File: src/rtl/apb_controller_if.sv
// Request/response and APB bus bundle between the AHB slave side, the sequencer and the APB slaves.
// Purely structural: no storage, no added latency.
// Backpressure is carried by hreadyout; APB2 has no wait states, so there is no pready.
interface apb_controller_if #(
  parameter int AW = 32,
  parameter int DW = 32
);
  // AHB-side request
  logic          valid;
  logic [AW-1:0] haddr;
  logic [DW-1:0] hwdata;
  logic          hwrite;
  // AHB-side response
  logic          hreadyout;
  logic [DW-1:0] hrdata;
  logic          rvalid;
  logic          herror;
  // APB bus
  logic [DW-1:0] prdata;
  logic [2:0]    pselx;
  logic          penable;
  logic          pwrite;
  logic [AW-1:0] paddr;
  logic [DW-1:0] pwdata;

  // Sequencer side
  modport slave (
    input  valid, haddr, hwdata, hwrite, prdata,
    output hreadyout, hrdata, rvalid, herror,
    output pselx, penable, pwrite, paddr, pwdata
  );

  // Requester / APB slave model side
  modport master (
    output valid, haddr, hwdata, hwrite, prdata,
    input  hreadyout, hrdata, rvalid, herror,
    input  pselx, penable, pwrite, paddr, pwdata
  );
endinterface

File: src/rtl/apb_controller.sv
// APB2 sequencer of the AHB-to-APB bridge: decodes requests and runs SETUP/ACCESS on one of 3 slaves.
// Latency: pselx rises 1 cycle after accept from idle; each access is 2 cycles; read data 1 cycle after ACCESS.
// Backpressure: one transfer in flight plus one pending slot; hreadyout drops while the pending slot is full.
module apb_controller #(
  parameter int            AW   = 32,
  parameter int            DW   = 32,
  parameter logic [AW-1:0] BASE = 32'h8000_0000,
  parameter logic [AW-1:0] SPAN = 32'h0400_0000
) (
  input  logic             hclk,
  input  logic             hreset,
  apb_controller_if.slave  bus
);

  localparam logic [1:0] ST_IDLE   = 2'd0;
  localparam logic [1:0] ST_SETUP  = 2'd1;
  localparam logic [1:0] ST_ACCESS = 2'd2;

  // Upper bounds of the three slave windows, relative to BASE; two extra bits so 3*SPAN cannot wrap.
  localparam logic [AW+1:0] LIM1 = {2'b00, SPAN};
  localparam logic [AW+1:0] LIM2 = LIM1 + LIM1;
  localparam logic [AW+1:0] LIM3 = LIM2 + LIM1;

  typedef struct packed {
    logic [AW-1:0] addr;
    logic [DW-1:0] wdata;
    logic          write;
    logic [2:0]    sel;
  } req_t;

  logic [1:0]    state_q, state_d;
  req_t          cur_q, cur_d;
  req_t          pend_q, pend_d;
  logic          pend_full_q, pend_full_d;
  logic [DW-1:0] hrdata_q, hrdata_d;
  logic          rvalid_q, rvalid_d;
  logic          herror_q, herror_d;

  logic [AW:0]   off_w;
  logic [AW+1:0] off_x;
  logic [2:0]    dec_sel;
  logic          mapped;
  logic          accept;
  logic          acc_map;
  logic          acc_unm;
  logic          rd_done;
  req_t          in_req;

  // The extra top bit of the subtraction is the borrow, set when haddr lies below BASE.
  assign off_w = {1'b0, bus.haddr} - {1'b0, BASE};
  assign off_x = {2'b00, off_w[AW-1:0]};

  // Address decode into a one-hot slave select; all-zero means unmapped.
  always_comb begin
    dec_sel = 3'b000;
    if (!off_w[AW]) begin
      if (off_x < LIM1)      dec_sel = 3'b001;
      else if (off_x < LIM2) dec_sel = 3'b010;
      else if (off_x < LIM3) dec_sel = 3'b100;
    end
  end

  assign mapped  = |dec_sel;
  assign accept  = bus.valid && !pend_full_q;
  assign acc_map = accept && mapped;
  assign acc_unm = accept && !mapped;
  assign in_req  = {bus.haddr, bus.hwdata, bus.hwrite, dec_sel};
  assign rd_done = (state_q == ST_ACCESS) && !cur_q.write;

  // State register; reset aborts any transfer in progress.
  always_ff @(posedge hclk) begin
    if (hreset) state_q <= ST_IDLE;
    else        state_q <= state_d;
  end

  // Next-state logic: ACCESS chains straight into SETUP whenever more work is queued or arriving.
  always_comb begin
    state_d = state_q;
    case (state_q)
      ST_IDLE:   if (acc_map) state_d = ST_SETUP;
      ST_SETUP:  state_d = ST_ACCESS;
      ST_ACCESS: state_d = (pend_full_q || acc_map) ? ST_SETUP : ST_IDLE;
      default:   state_d = ST_IDLE;
    endcase
  end

  // Request slots: cur loads on the SETUP that starts a transfer; pend only fills during SETUP.
  always_comb begin
    cur_d       = cur_q;
    pend_d      = pend_q;
    pend_full_d = pend_full_q;
    case (state_q)
      ST_IDLE: begin
        if (acc_map) cur_d = in_req;
      end
      ST_SETUP: begin
        if (acc_map) begin
          pend_d      = in_req;
          pend_full_d = 1'b1;
        end
      end
      ST_ACCESS: begin
        // The pending request is older than anything arriving now, so it always goes first.
        if (pend_full_q) begin
          cur_d       = pend_q;
          pend_full_d = 1'b0;
        end else if (acc_map) begin
          cur_d = in_req;
        end
      end
      default: ;
    endcase
    hrdata_d = rd_done ? bus.prdata : hrdata_q;
    rvalid_d = rd_done;
    herror_d = acc_unm;
  end

  // Datapath registers and response pulses.
  always_ff @(posedge hclk) begin
    if (hreset) begin
      cur_q       <= '0;
      pend_q      <= '0;
      pend_full_q <= 1'b0;
      hrdata_q    <= '0;
      rvalid_q    <= 1'b0;
      herror_q    <= 1'b0;
    end else begin
      cur_q       <= cur_d;
      pend_q      <= pend_d;
      pend_full_q <= pend_full_d;
      hrdata_q    <= hrdata_d;
      rvalid_q    <= rvalid_d;
      herror_q    <= herror_d;
    end
  end

  // Bus outputs: select only during SETUP/ACCESS; address/data/direction hold their last values in idle.
  always_comb begin
    bus.pselx     = ((state_q == ST_SETUP) || (state_q == ST_ACCESS)) ? cur_q.sel : 3'b000;
    bus.penable   = (state_q == ST_ACCESS);
    bus.pwrite    = cur_q.write;
    bus.paddr     = cur_q.addr;
    bus.pwdata    = cur_q.wdata;
    bus.hreadyout = !pend_full_q;
    bus.hrdata    = hrdata_q;
    bus.rvalid    = rvalid_q;
    bus.herror    = herror_q;
  end

endmodule

File: src/flat_wrapper.sv
// flat-port wrapper written by rule: the top's interface ports become plain ports
module apb_controller_flat 
#(
  parameter int            AW   = 32,
  parameter int            DW   = 32,
  parameter logic [AW-1:0] BASE = 32'h8000_0000,
  parameter logic [AW-1:0] SPAN = 32'h0400_0000
)
  (hclk, hreset, bus_valid, bus_haddr, bus_hwdata, bus_hwrite, bus_prdata, bus_hreadyout, bus_hrdata, bus_rvalid, bus_herror, bus_pselx, bus_penable, bus_pwrite, bus_paddr, bus_pwdata);
  apb_controller_if #(.AW(AW), .DW(DW)) bus_i ();
  input  logic hclk;
  input  logic hreset;
  input wire logic [$bits(bus_i.valid)-1:0] bus_valid;
  input wire logic [$bits(bus_i.haddr)-1:0] bus_haddr;
  input wire logic [$bits(bus_i.hwdata)-1:0] bus_hwdata;
  input wire logic [$bits(bus_i.hwrite)-1:0] bus_hwrite;
  input wire logic [$bits(bus_i.prdata)-1:0] bus_prdata;
  output wire logic [$bits(bus_i.hreadyout)-1:0] bus_hreadyout;
  output wire logic [$bits(bus_i.hrdata)-1:0] bus_hrdata;
  output wire logic [$bits(bus_i.rvalid)-1:0] bus_rvalid;
  output wire logic [$bits(bus_i.herror)-1:0] bus_herror;
  output wire logic [$bits(bus_i.pselx)-1:0] bus_pselx;
  output wire logic [$bits(bus_i.penable)-1:0] bus_penable;
  output wire logic [$bits(bus_i.pwrite)-1:0] bus_pwrite;
  output wire logic [$bits(bus_i.paddr)-1:0] bus_paddr;
  output wire logic [$bits(bus_i.pwdata)-1:0] bus_pwdata;
  assign bus_i.valid = bus_valid;
  assign bus_i.haddr = bus_haddr;
  assign bus_i.hwdata = bus_hwdata;
  assign bus_i.hwrite = bus_hwrite;
  assign bus_i.prdata = bus_prdata;
  assign bus_hreadyout = bus_i.hreadyout;
  assign bus_hrdata = bus_i.hrdata;
  assign bus_rvalid = bus_i.rvalid;
  assign bus_herror = bus_i.herror;
  assign bus_pselx = bus_i.pselx;
  assign bus_penable = bus_i.penable;
  assign bus_pwrite = bus_i.pwrite;
  assign bus_paddr = bus_i.paddr;
  assign bus_pwdata = bus_i.pwdata;
  apb_controller #(.AW(AW), .DW(DW), .BASE(BASE), .SPAN(SPAN)) u_core (.hclk(hclk), .hreset(hreset), .bus(bus_i));
endmodule
File: config.mk
export PLATFORM = sky130hd
export DESIGN_NAME = apb_controller_flat
export DESIGN_NICKNAME = d
export VERILOG_FILES = /design/src/rtl/apb_controller_if.sv /design/src/rtl/apb_controller.sv /design/src/flat_wrapper.sv
export SDC_FILE = /design/constraint.sdc
export NUM_CORES = 1
export LEC_CHECK = 0
export ABC_CLOCK_PERIOD_IN_PS = 1890
export CAP_MARGIN = 20
export CORE_MARGIN = 5
export CORE_UTILIZATION = 25
export DETAILED_ROUTE_END_ITERATION = 12
export DONT_BUFFER_PORTS = 1
export PLACE_DENSITY = 0.37
export SKIP_CTS_REPAIR_TIMING = 1
export SLEW_MARGIN = 20
export SYNTH_ARGS = -nofsm -noshare
export SYNTH_HDL_FRONTEND = slang
export SYNTH_SLANG_ARGS = --single-unit
File: constraint.sdc
create_clock -name hclk -period 1.89 [get_ports hclk]
set_input_delay 0.2835 -clock hclk [delete_from_list [all_inputs] [get_ports hclk]]
set_output_delay 0.2835 -clock hclk [all_outputs]
set_load 0.02 [all_outputs]
==> impl_metrics.csv <==
group,metric,value,unit
timing,min_period,1.76,ns
pwr,p_total,7.61,mW
yosys,synth_edf_count,0,
final_layout,nets,1004,
cts,clock_latency,0.43,ns
yosys,synth_area_per_cell,7.84,µm²
global_route,grt_pass1_wl,38200,µm
yosys,yosysSeqAreaShare,44.8,%
timing,whs,-0.0756,ns
timing,skew,0.0143,ns
floorplan,io_pins,204,
yosys,ys.warnings.count,0,
run,maxCapViolCount,0,
min_path,hold_path_class,"input port to flip-flop",
timing,worst_slew_pin_slew,0.447,ns
floorplan,die_h,186,µm
floorplan,fp.dieArea,34500,µm²
floorplan,initial_utilization,25.3,%
global_route,overflow,0,
placed_design,io_buffers,0,
yosys,syn_area,7730,µm²
final_layout,syn2layout_area_growth,9.94,%
final_layout,filler_cell_count,3330,
global_route,grt_start_max_net_pins,175,
yosys,syn-num-nets,1091,
pwr,cellLeakagePower,2.75,nW
cts,clk_pin_slew,0.07,ns
routing,drt-vias-per-instance,4.80,
yosys,yosysUniqueCellTypes,43,
final_layout,antenna_cells,0,
global_route,grt_pass1_vias,6354,
setup_path,crit_fanout,4,
routing,post-route-drc-count,0,
global_route,grt_antenna_before_repair,0,
timing,finalHoldViolations,85,
floorplan,die_x,186,µm
yosys,synthCells,986,
final_layout,drive_gt1_share,9.54,%
setup_path,start_kind,"flip-flop",
cts,cts_tree,"built",
placed_design,dpl_cell_area,7780,µm²
setup_path,critPathArrivalTime,1.48,ns
setup_path,crit_required,1.61,ns
yosys,ys_seq_elements,173,
routing,ant_nets,0,
timing,finalSetupViolCount,0,
cts,cts-buffers-inserted,17,
routing,wire_per_inst,19.0,µm
pwr,ir_drop,588,µV
cts,cts-root-buf,"clkbuf_16",
yosys,synth_common_cells,"nand2_1, dfxtp_1, a21oi_1",
timing,timing.setup.tns,0,ns
pwr,powerDensity,896,nW/µm²
yosys,synth_top_area_share,44.8,%
placed_design,post-dp-hpwl,15100,µm
outcome,violations,"hold timing",
final_layout,postLayoutCellArea,8500,µm²
floorplan,core,30600,µm²
final_layout,finalNonFillerCells,1308,
outcome,status,"finished, violations left",
cts,ctsLongestPathBuffers,2,
yosys,async_reset_ff_share,0,%
yosys,synthFlopType,"dfxtp_1",
timing,rsz0062_at_grt,"no",
cts,cts.sinks,173,
setup_path,crit_path_end_kind,"primary output",
yosys,yosys.area.top_type,"dfxtp_1",
placed_design,place_inst,1264,
cts,htreeDepth,4,
yosys,yosysMostFrequentCell,"nand2_1",
placed_design,gp_congestion,0.711,
routing,drt-initial-drc-count,364,
routing,dr.pass1.iters,5,
setup_path,worstSetupPathType,"flip-flop to primary output",
global_route,track_usage,14.2,%
yosys,synthTopCellsByArea,"dfxtp_1, nand2_1, a21oi_1",
floorplan,rows,64,
routing,drt-total-wl,24800,µm
timing,max-slew-margin-rel,70.1,%
timing,fin_crit_sh,93.3,%
timing,finalMaxSlewViolations,0,
timing,fmax,567,MHz
routing,num_vias,6280,
==> metal layers <==
metal	vias to the layer above	global-route usage (%)	wire, µm
met5	-	0	0
met4	0	3.61	282
met3	10	5.61	1890
met2	142	23.0	11700
met1	2994	17.8	11000
li1	3134	-	-
==> through the flow <==
step / worst slack, ns / utilization (%)
after floorplan: 0.0566 / -
final: 0.126 / 27.8
after global placement: 0.121 / 25.4
after CTS: -0.0580 / 27.4
after global routing: 0.00716 / 27.8
after detailed placement: 0.0925 / 25.4
==> path summary, 6_finish.rpt <==
kind	startpoint	slack (ns)	cells after the start	end
setup / recovery	u_core.state_q[1]	0.13	3	bus_pselx[2]
hold / removal	hreset	-0.08	1	u_core.bus.paddr[23]
setup reg to reg	u_core.state_q[1]	0.17	7	u_core.cur_q[0]
hold reg to reg	u_core.pend_q[47]	0.45	2	u_core.pend_q[47]
==> critical path, stage by stage, from the launching register on <==
cell	delay (ns)
dfxtp_2	0.36
inv_1	0.08
ha_1	0.33
and2_2	0.28
==> layout make-up <==
class / count / area [µm²] / share of cell area (%)
Timing Repair Buffer: 42 / 546 / 6.42
Sequential cell: 173 / 3460 / 40.8
Clock buffer: 20 / 457 / 5.37
Multi-Input combinational cell: 658 / 3370 / 39.7
Tap cell: 396 / 495 / 5.83
Clock inverter: 12 / 134 / 1.58
Inverter: 7 / 26.3 / 0.309
==> cells in the final DEF, fill, tap and decap left out, types with 2 or more instances in the layout <==
cell type and count:
a211oi_1 5, a21oi_1 163, a311oi_1 50, a311oi_2 9
a31oi_1 2, and2_2 4, buf_12 16, buf_4 14
bufinv_16 2, clkbuf_16 17, clkbuf_8 2, clkinv_2 3
clkinvlp_4 2, dfxtp_1 172, dlygate4sd3_1 12, ha_1 4
inv_1 7, inv_6 4, nand2_1 246, nand2b_1 4
nand3_1 70, nor2_1 66, nor3b_1 3, o21ai_0 5
o22ai_1 3
==> where the power goes <==
part	leakage, nW	internal (mW)	switching (mW)
combinational	1.06	0.0947	0.101
clock	0.288	2.03	1.59
sequential	1.40	3.69	0.0992
total	2.75	5.82	1.79
==> cell families (layout without fill, tap and decap cells) <==
kind of cell / after synthesis / after routing / synth area share, %
and+or+nand+nor: 408 / 408 / 22.3
AOI/OAI and AO/OA: 245 / 245 / 20.0
DFF: 173 / 173 / 44.8
buffers and inverters: 155 / 81 / 12.1
adders and majority gates: 5 / 5 / 0.809
==> registers in the layout, summed over array words and instances, names as in the netlist <==
signal,flops
u_core.bus.pwdata,32
u_core.bus.rvalid,1
u_core.cur_q,3
u_core.pend_q,68
u_core.bus.paddr,32
u_core.bus.pwrite,1
u_core.pend_full_q,1
u_core.bus.herror,1
u_core.state_q,2
u_core.bus.hrdata,32
Note: power is estimated with default switching activity, not from simulation.
